`config.mk`:
```
export PLATFORM = sky130hd
export DESIGN_NAME = series_result_buffer
export DESIGN_NICKNAME = d
export VERILOG_FILES = /design/src/rtl/series_result_buffer.sv
export SDC_FILE = /design/constraint.sdc
export NUM_CORES = 1
export LEC_CHECK = 0
export BUFFER_PORTS_ARGS = -buffer_cell sky130_fd_sc_hd__buf_2
export CORE_MARGIN = 8
export CORE_UTILIZATION = 55
export DETAILED_ROUTE_END_ITERATION = 6
export GPL_ROUTABILITY_DRIVEN = 0
export PLACE_DENSITY = 0.75
export REMOVE_ABC_BUFFERS = 1
export SKIP_LAST_GASP = 1
export SLEW_MARGIN = 40
export SYNTH_ARGS = -nofsm -noshare
export SYNTH_HDL_FRONTEND = slang
export SYNTH_SLANG_ARGS = --single-unit
export TNS_END_PERCENT = 30
```
`constraint.sdc`:
```
create_clock -name clock -period 8.8 [get_ports clock]
set_input_delay 0.88 -clock clock [delete_from_list [all_inputs] [get_ports clock]]
set_output_delay 0.88 -clock clock [all_outputs]
set_load 0.01 [all_outputs]
```
`src/rtl/series_result_buffer.sv`:
```
// Captures one result per series-engine busy run (value sampled on the busy fall, plus its busy-cycle count) into a small FIFO.
// Define RESULT_DROP_OLDEST_EN so that a push into a full FIFO overwrites the oldest entry; otherwise the new result is discarded.
module series_result_buffer #(
    parameter int DEPTH = 4,
    parameter int W     = 16
) (
    input  logic         clock,
    input  logic         reset,
    input  logic         eng_busy,
    input  logic [W-1:0] eng_result,
    input  logic         out_ack,
    output logic         out_valid,
    output logic [W-1:0] out_data,
    output logic [7:0]   out_cycles,
    output logic [4:0]   level,
    output logic         full,
    output logic         empty,
    output logic         dropped
);

    localparam int AW = (DEPTH > 1) ? $clog2(DEPTH) : 1;
    localparam int EW = W + 8;

`ifdef RESULT_DROP_OLDEST_EN
    localparam logic DROP_OLDEST = 1'b1;
`else
    localparam logic DROP_OLDEST = 1'b0;
`endif

    typedef enum logic [1:0] {
        S_IDLE,
        S_RUN,
        S_CAP
    } state_t;

    state_t                   state_q, state_d;
    logic [7:0]               cnt_q, cnt_d;
    logic [W-1:0]             result_q, result_d;
    logic [DEPTH-1:0][EW-1:0] mem_q, mem_d;
    logic [AW-1:0]            wr_ptr_q, wr_ptr_d;
    logic [AW-1:0]            rd_ptr_q, rd_ptr_d;
    logic [4:0]               level_q, level_d;
    logic                     dropped_q, dropped_d;

    logic          full_w;
    logic          empty_w;
    logic          push_req;
    logic          pop_ok;
    logic          overflow;
    logic          do_write;
    logic          adv_rd;
    logic [EW-1:0] head;

    always_comb begin
        state_d  = state_q;
        cnt_d    = cnt_q;
        result_d = result_q;
        case (state_q)
            S_IDLE: begin
                if (eng_busy) begin
                    state_d = S_RUN;
                    cnt_d   = 8'd1;
                end
            end
            S_RUN: begin
                if (eng_busy) begin
                    if (cnt_q != 8'hFF) begin
                        cnt_d = cnt_q + 8'd1;
                    end
                end else begin
                    state_d  = S_CAP;
                    result_d = eng_result;
                end
            end
            S_CAP: begin
                // The push cycle can already be the first busy cycle of the next run.
                if (eng_busy) begin
                    state_d = S_RUN;
                    cnt_d   = 8'd1;
                end else begin
                    state_d = S_IDLE;
                end
            end
            default: begin
                state_d = S_IDLE;
            end
        endcase
    end

    assign full_w   = (level_q == 5'(DEPTH));
    assign empty_w  = (level_q == 5'd0);
    assign push_req = (state_q == S_CAP);
    assign pop_ok   = out_ack && !empty_w;
    assign overflow = push_req && full_w && !pop_ok;
    assign do_write = push_req && (!overflow || DROP_OLDEST);
    assign adv_rd   = pop_ok || (overflow && DROP_OLDEST);

    always_comb begin
        mem_d     = mem_q;
        wr_ptr_d  = wr_ptr_q;
        rd_ptr_d  = rd_ptr_q;
        dropped_d = dropped_q | overflow;
        // When full, wr_ptr equals rd_ptr, so overwrite-oldest reuses the head slot.
        if (do_write) begin
            mem_d[wr_ptr_q] = {result_q, cnt_q};
            wr_ptr_d        = wr_ptr_q + AW'(1);
        end
        if (adv_rd) begin
            rd_ptr_d = rd_ptr_q + AW'(1);
        end
        level_d = level_q + 5'(do_write) - 5'(adv_rd);
    end

    always_ff @(posedge clock) begin
        if (reset) begin
            state_q   <= S_IDLE;
            cnt_q     <= 8'd0;
            result_q  <= '0;
            wr_ptr_q  <= '0;
            rd_ptr_q  <= '0;
            level_q   <= 5'd0;
            dropped_q <= 1'b0;
        end else begin
            state_q   <= state_d;
            cnt_q     <= cnt_d;
            result_q  <= result_d;
            mem_q     <= mem_d;
            wr_ptr_q  <= wr_ptr_d;
            rd_ptr_q  <= rd_ptr_d;
            level_q   <= level_d;
            dropped_q <= dropped_d;
        end
    end

    // Storage is not reset, so the head is gated to zero while the FIFO is empty.
    assign head       = empty_w ? '0 : mem_q[rd_ptr_q];
    assign out_valid  = !empty_w;
    assign out_data   = head[EW-1:8];
    assign out_cycles = head[7:0];
    assign level      = level_q;
    assign full       = full_w;
    assign empty      = empty_w;
    assign dropped    = dropped_q;

endmodule

```
==> flow_summary.json <==
{
  "status": "finished clean",
  "fin_cells": 560,
  "first_pass_grt_wire_length_mm": 16.1,
  "die_area_mm2": 0.0131,
  "dp_cells": 530,
  "globalRouteTotalUtil_pct": 16.5,
  "grt_antenna_before_repair": 0,
  "layout_min_cycle_time_ns": 2.98,
  "asyncSetResetFlopFracSynth_pct": 0,
  "chipWidth_um": 115,
  "post_synth.cell_area_avg_um2": 15.0,
  "flow.area_growth_from_synthesis_pct": 17.9,
  "synthesis_warning_total": 0,
  "synth_flop_cell": "sky130_fd_sc_hd__edfxtp_1",
  "final_layout_size_suffix_gt1_share_pct": 26.7,
  "clock_sinks": 132,
  "portBuffers": 52,
  "cts_hold_repair.buffers": 0,
  "worst_r2r_startpoint": "level[3]",
  "yosysTopAreaCell": "sky130_fd_sc_hd__edfxtp_1",
  "yosysSeqAreaShare_pct": 67.3,
  "tritoncts.num_buffers": 17,
  "cts_tree": "yes",
  "1st_iter_drt_viols": 224,
  "worst_r2r_path_depth": 13,
  "die-height_um": 115,
  "setup.worst_path.end_class": "primary output",
  "remaining_number_of_nets_flagged_by_the_antenna_check_after_routing": 0,
  "yosysTopAreaCellShare_pct": 53.8,
  "cts_repair_resize_count": 0,
  "p_leak_nw": 2.21,
  "cp-start-kind": "flip-flop",
  "min-delay-path-class": "flip-flop to flip-flop",
  "fillers": 695,
  "wl_per_cell_um": 18.0,
  "clock_skew_ns": 0.00667,
  "clk_root_buffer_cell": "sky130_fd_sc_hd__clkbuf_8",
  "placed_cell_area_mm2": 0.00575,
  "timing.critical_path.arrival_ns": 2.10,
  "critPathMaxFanout": 26,
  "clock_tree.buffer_depth": 2,
  "mostFrequentLayoutCells": "sky130_fd_sc_hd__edfxtp_1 (96), sky130_fd_sc_hd__buf_2 (52), sky130_fd_sc_hd__nand2_1 (38)",
  "cts_setup_buffers": 0,
  "finalInstanceArea_mm2": 0.00631,
  "worst-r2r-setup-slack_ns": 5.87,
  "setup-violations-final": 0,
  "drt_wl_total_mm": 10.1,
  "worstHoldStart": "result_q[10]",
  "synth_enable_flop_cells": 96,
  "globalRoute.totalOverflow": 0,
  "min_delay_path_depth": 2,
  "final.period_utilization_pct": 33.9,
  "unrepaired_setup_endpoints_after_global_routing": "false",
  "synth.ff_latch_count": 132,
  "dp_hpwl_mm": 5.99,
  "fmax_mhz": 335,
  "reg2reg_to": "level[4]",
  "p_per_area_mw_per_mm2": 285,
  "layout_commonest_cell": "sky130_fd_sc_hd__edfxtp_1",
  "vias": 3070,
  "count_of_antenna_diodes_in_the_layout": 0,
  "hold_viol_final": 0,
  "core.rowCount": 36,
  "largest_net_degree_at_the_start_of_global_routing": 40,
  "dp_worst_setup_slack_ns": 5.84,
  "synth.cell_area_mm2": 0.00535,
  "placeableCoreArea_mm2": 0.00959,
  "drcViolationCount": 0,
  "ir_drop_uv": 175,
  "vias_in_the_first_global_route": 3176,
  "hold_path_end": "result_q[10]",
  "drv_cap": 0,
  "worst_slew_margin_rel_pct": 48.2,
  "htree_num_levels": 4,
  "number_of_ports_placed_on_the_die_boundary": 53,
  "drt-pass1-iter-count": 5,
  "layout_setup_ws_ns": 5.82,
  "post_synth_main_area_contributors": "sky130_fd_sc_hd__edfxtp_1 (54%), sky130_fd_sc_hd__dfxtp_1 (13%), sky130_fd_sc_hd__mux4_2 (10%)",
  "vias_per_cell": 5.48,
  "max_slew.worst_pin.slew_ns": 0.778,
  "final_util_pct": 65.8,
  "synth_cells": 357,
  "synthDistinctLibCells": 43,
  "fin_tns_setup_ns": 0,
  "layout.nets": 448,
  "cts.reportedPaths.clkPinSlew_ns": 0.06,
  "finalMaxSlewViolations": 0,
  "clk_latency_ns": 0.51,
  "initial_core_util_pct": 55.8,
  "timing_worst_setup_path_type": "flip-flop to primary output",
  "required_ns": 7.92
}
## worst max-delay path: stages (launching register included)
cell and delay [ns]:
sky130_fd_sc_hd__dfxtp_4 0.69, sky130_fd_sc_hd__mux4_2 0.59, sky130_fd_sc_hd__nor2b_1 0.14, sky130_fd_sc_hd__buf_2 0.15
## synth_stat cells, drive strengths merged (4+ instances only)
master,number
dfxtp,36
edfxtp,96
nand3,5
nand2,38
o21ai,5
clkbuf,10
and3,4
ha,11
inv,11
nor2,13
buf,9
mux4,24
xnor2,4
and2,4
nor2b,31
a21oi,23
## through the flow
step	hold slack, ns	total power, mW
after global routing	0.521	1.88
after floorplan	0.458	0.996
final	0.497	1.80
after CTS	0.497	1.82
after detailed placement	0.485	1.15
after global placement	0.451	1.15
## per-layer routing
layer  global-route usage (%)  up-vias  routed length, um
met2                     28.9       93               5290
met4                     6.48        0                155
met3                     5.06       12                565
li1                         -     1443                  -
met1                     18.3     1522               4050
met5                        0        -                  0
## cell type report
type	count	area, um2	area share [%]
Sequential cell	132	3610	57.2
Multi-Input combinational cell	195	1620	25.7
Clock buffer	23	457	7.24
Timing Repair Buffer	59	313	4.96
Tap cell	133	166	2.64
Clock inverter	7	105	1.67
Inverter	11	41.3	0.654
## where the power goes
group	switching (mW)	internal [mW]
Combinational	0.194	0.206
Sequential	0.0476	0.683
Clock	0.226	0.439
## registers in the layout, indices dropped and copies added (netlist names)
register,count
rd_ptr_q,2
mem_q,96
dropped,1
wr_ptr_q,2
level,5
result_q,16
state_q,2
cnt_q,8
## cell families (layout without fill, tap and decap cells)
family / after synthesis / after routing / synth area share (%)
simple gates: 109 / 109 / 11.0
xor+xnor: 6 / 6 / 0.982
fa+ha+maj: 12 / 12 / 2.94
compound gates: 43 / 43 / 4.86
mux: 25 / 25 / 10.3
flops: 132 / 132 / 67.3
buf+inv: 30 / 100 / 2.59
## worst max-delay path by stage
stage	endpoint	slack, ns	from
2_1_floorplan	level[4]	5.07	level[3]
3_5_place_dp	level[4]	5.84	out_ack
6_report	out_cycles[0]	5.82	rd_ptr_q[0]
4_1_cts	out_cycles[0]	5.77	rd_ptr_q[0]
5_1_grt	level[4]	5.62	level[3]
3_3_place_gp	level[4]	5.86	out_ack
Power figures use the tool's default switching activity.
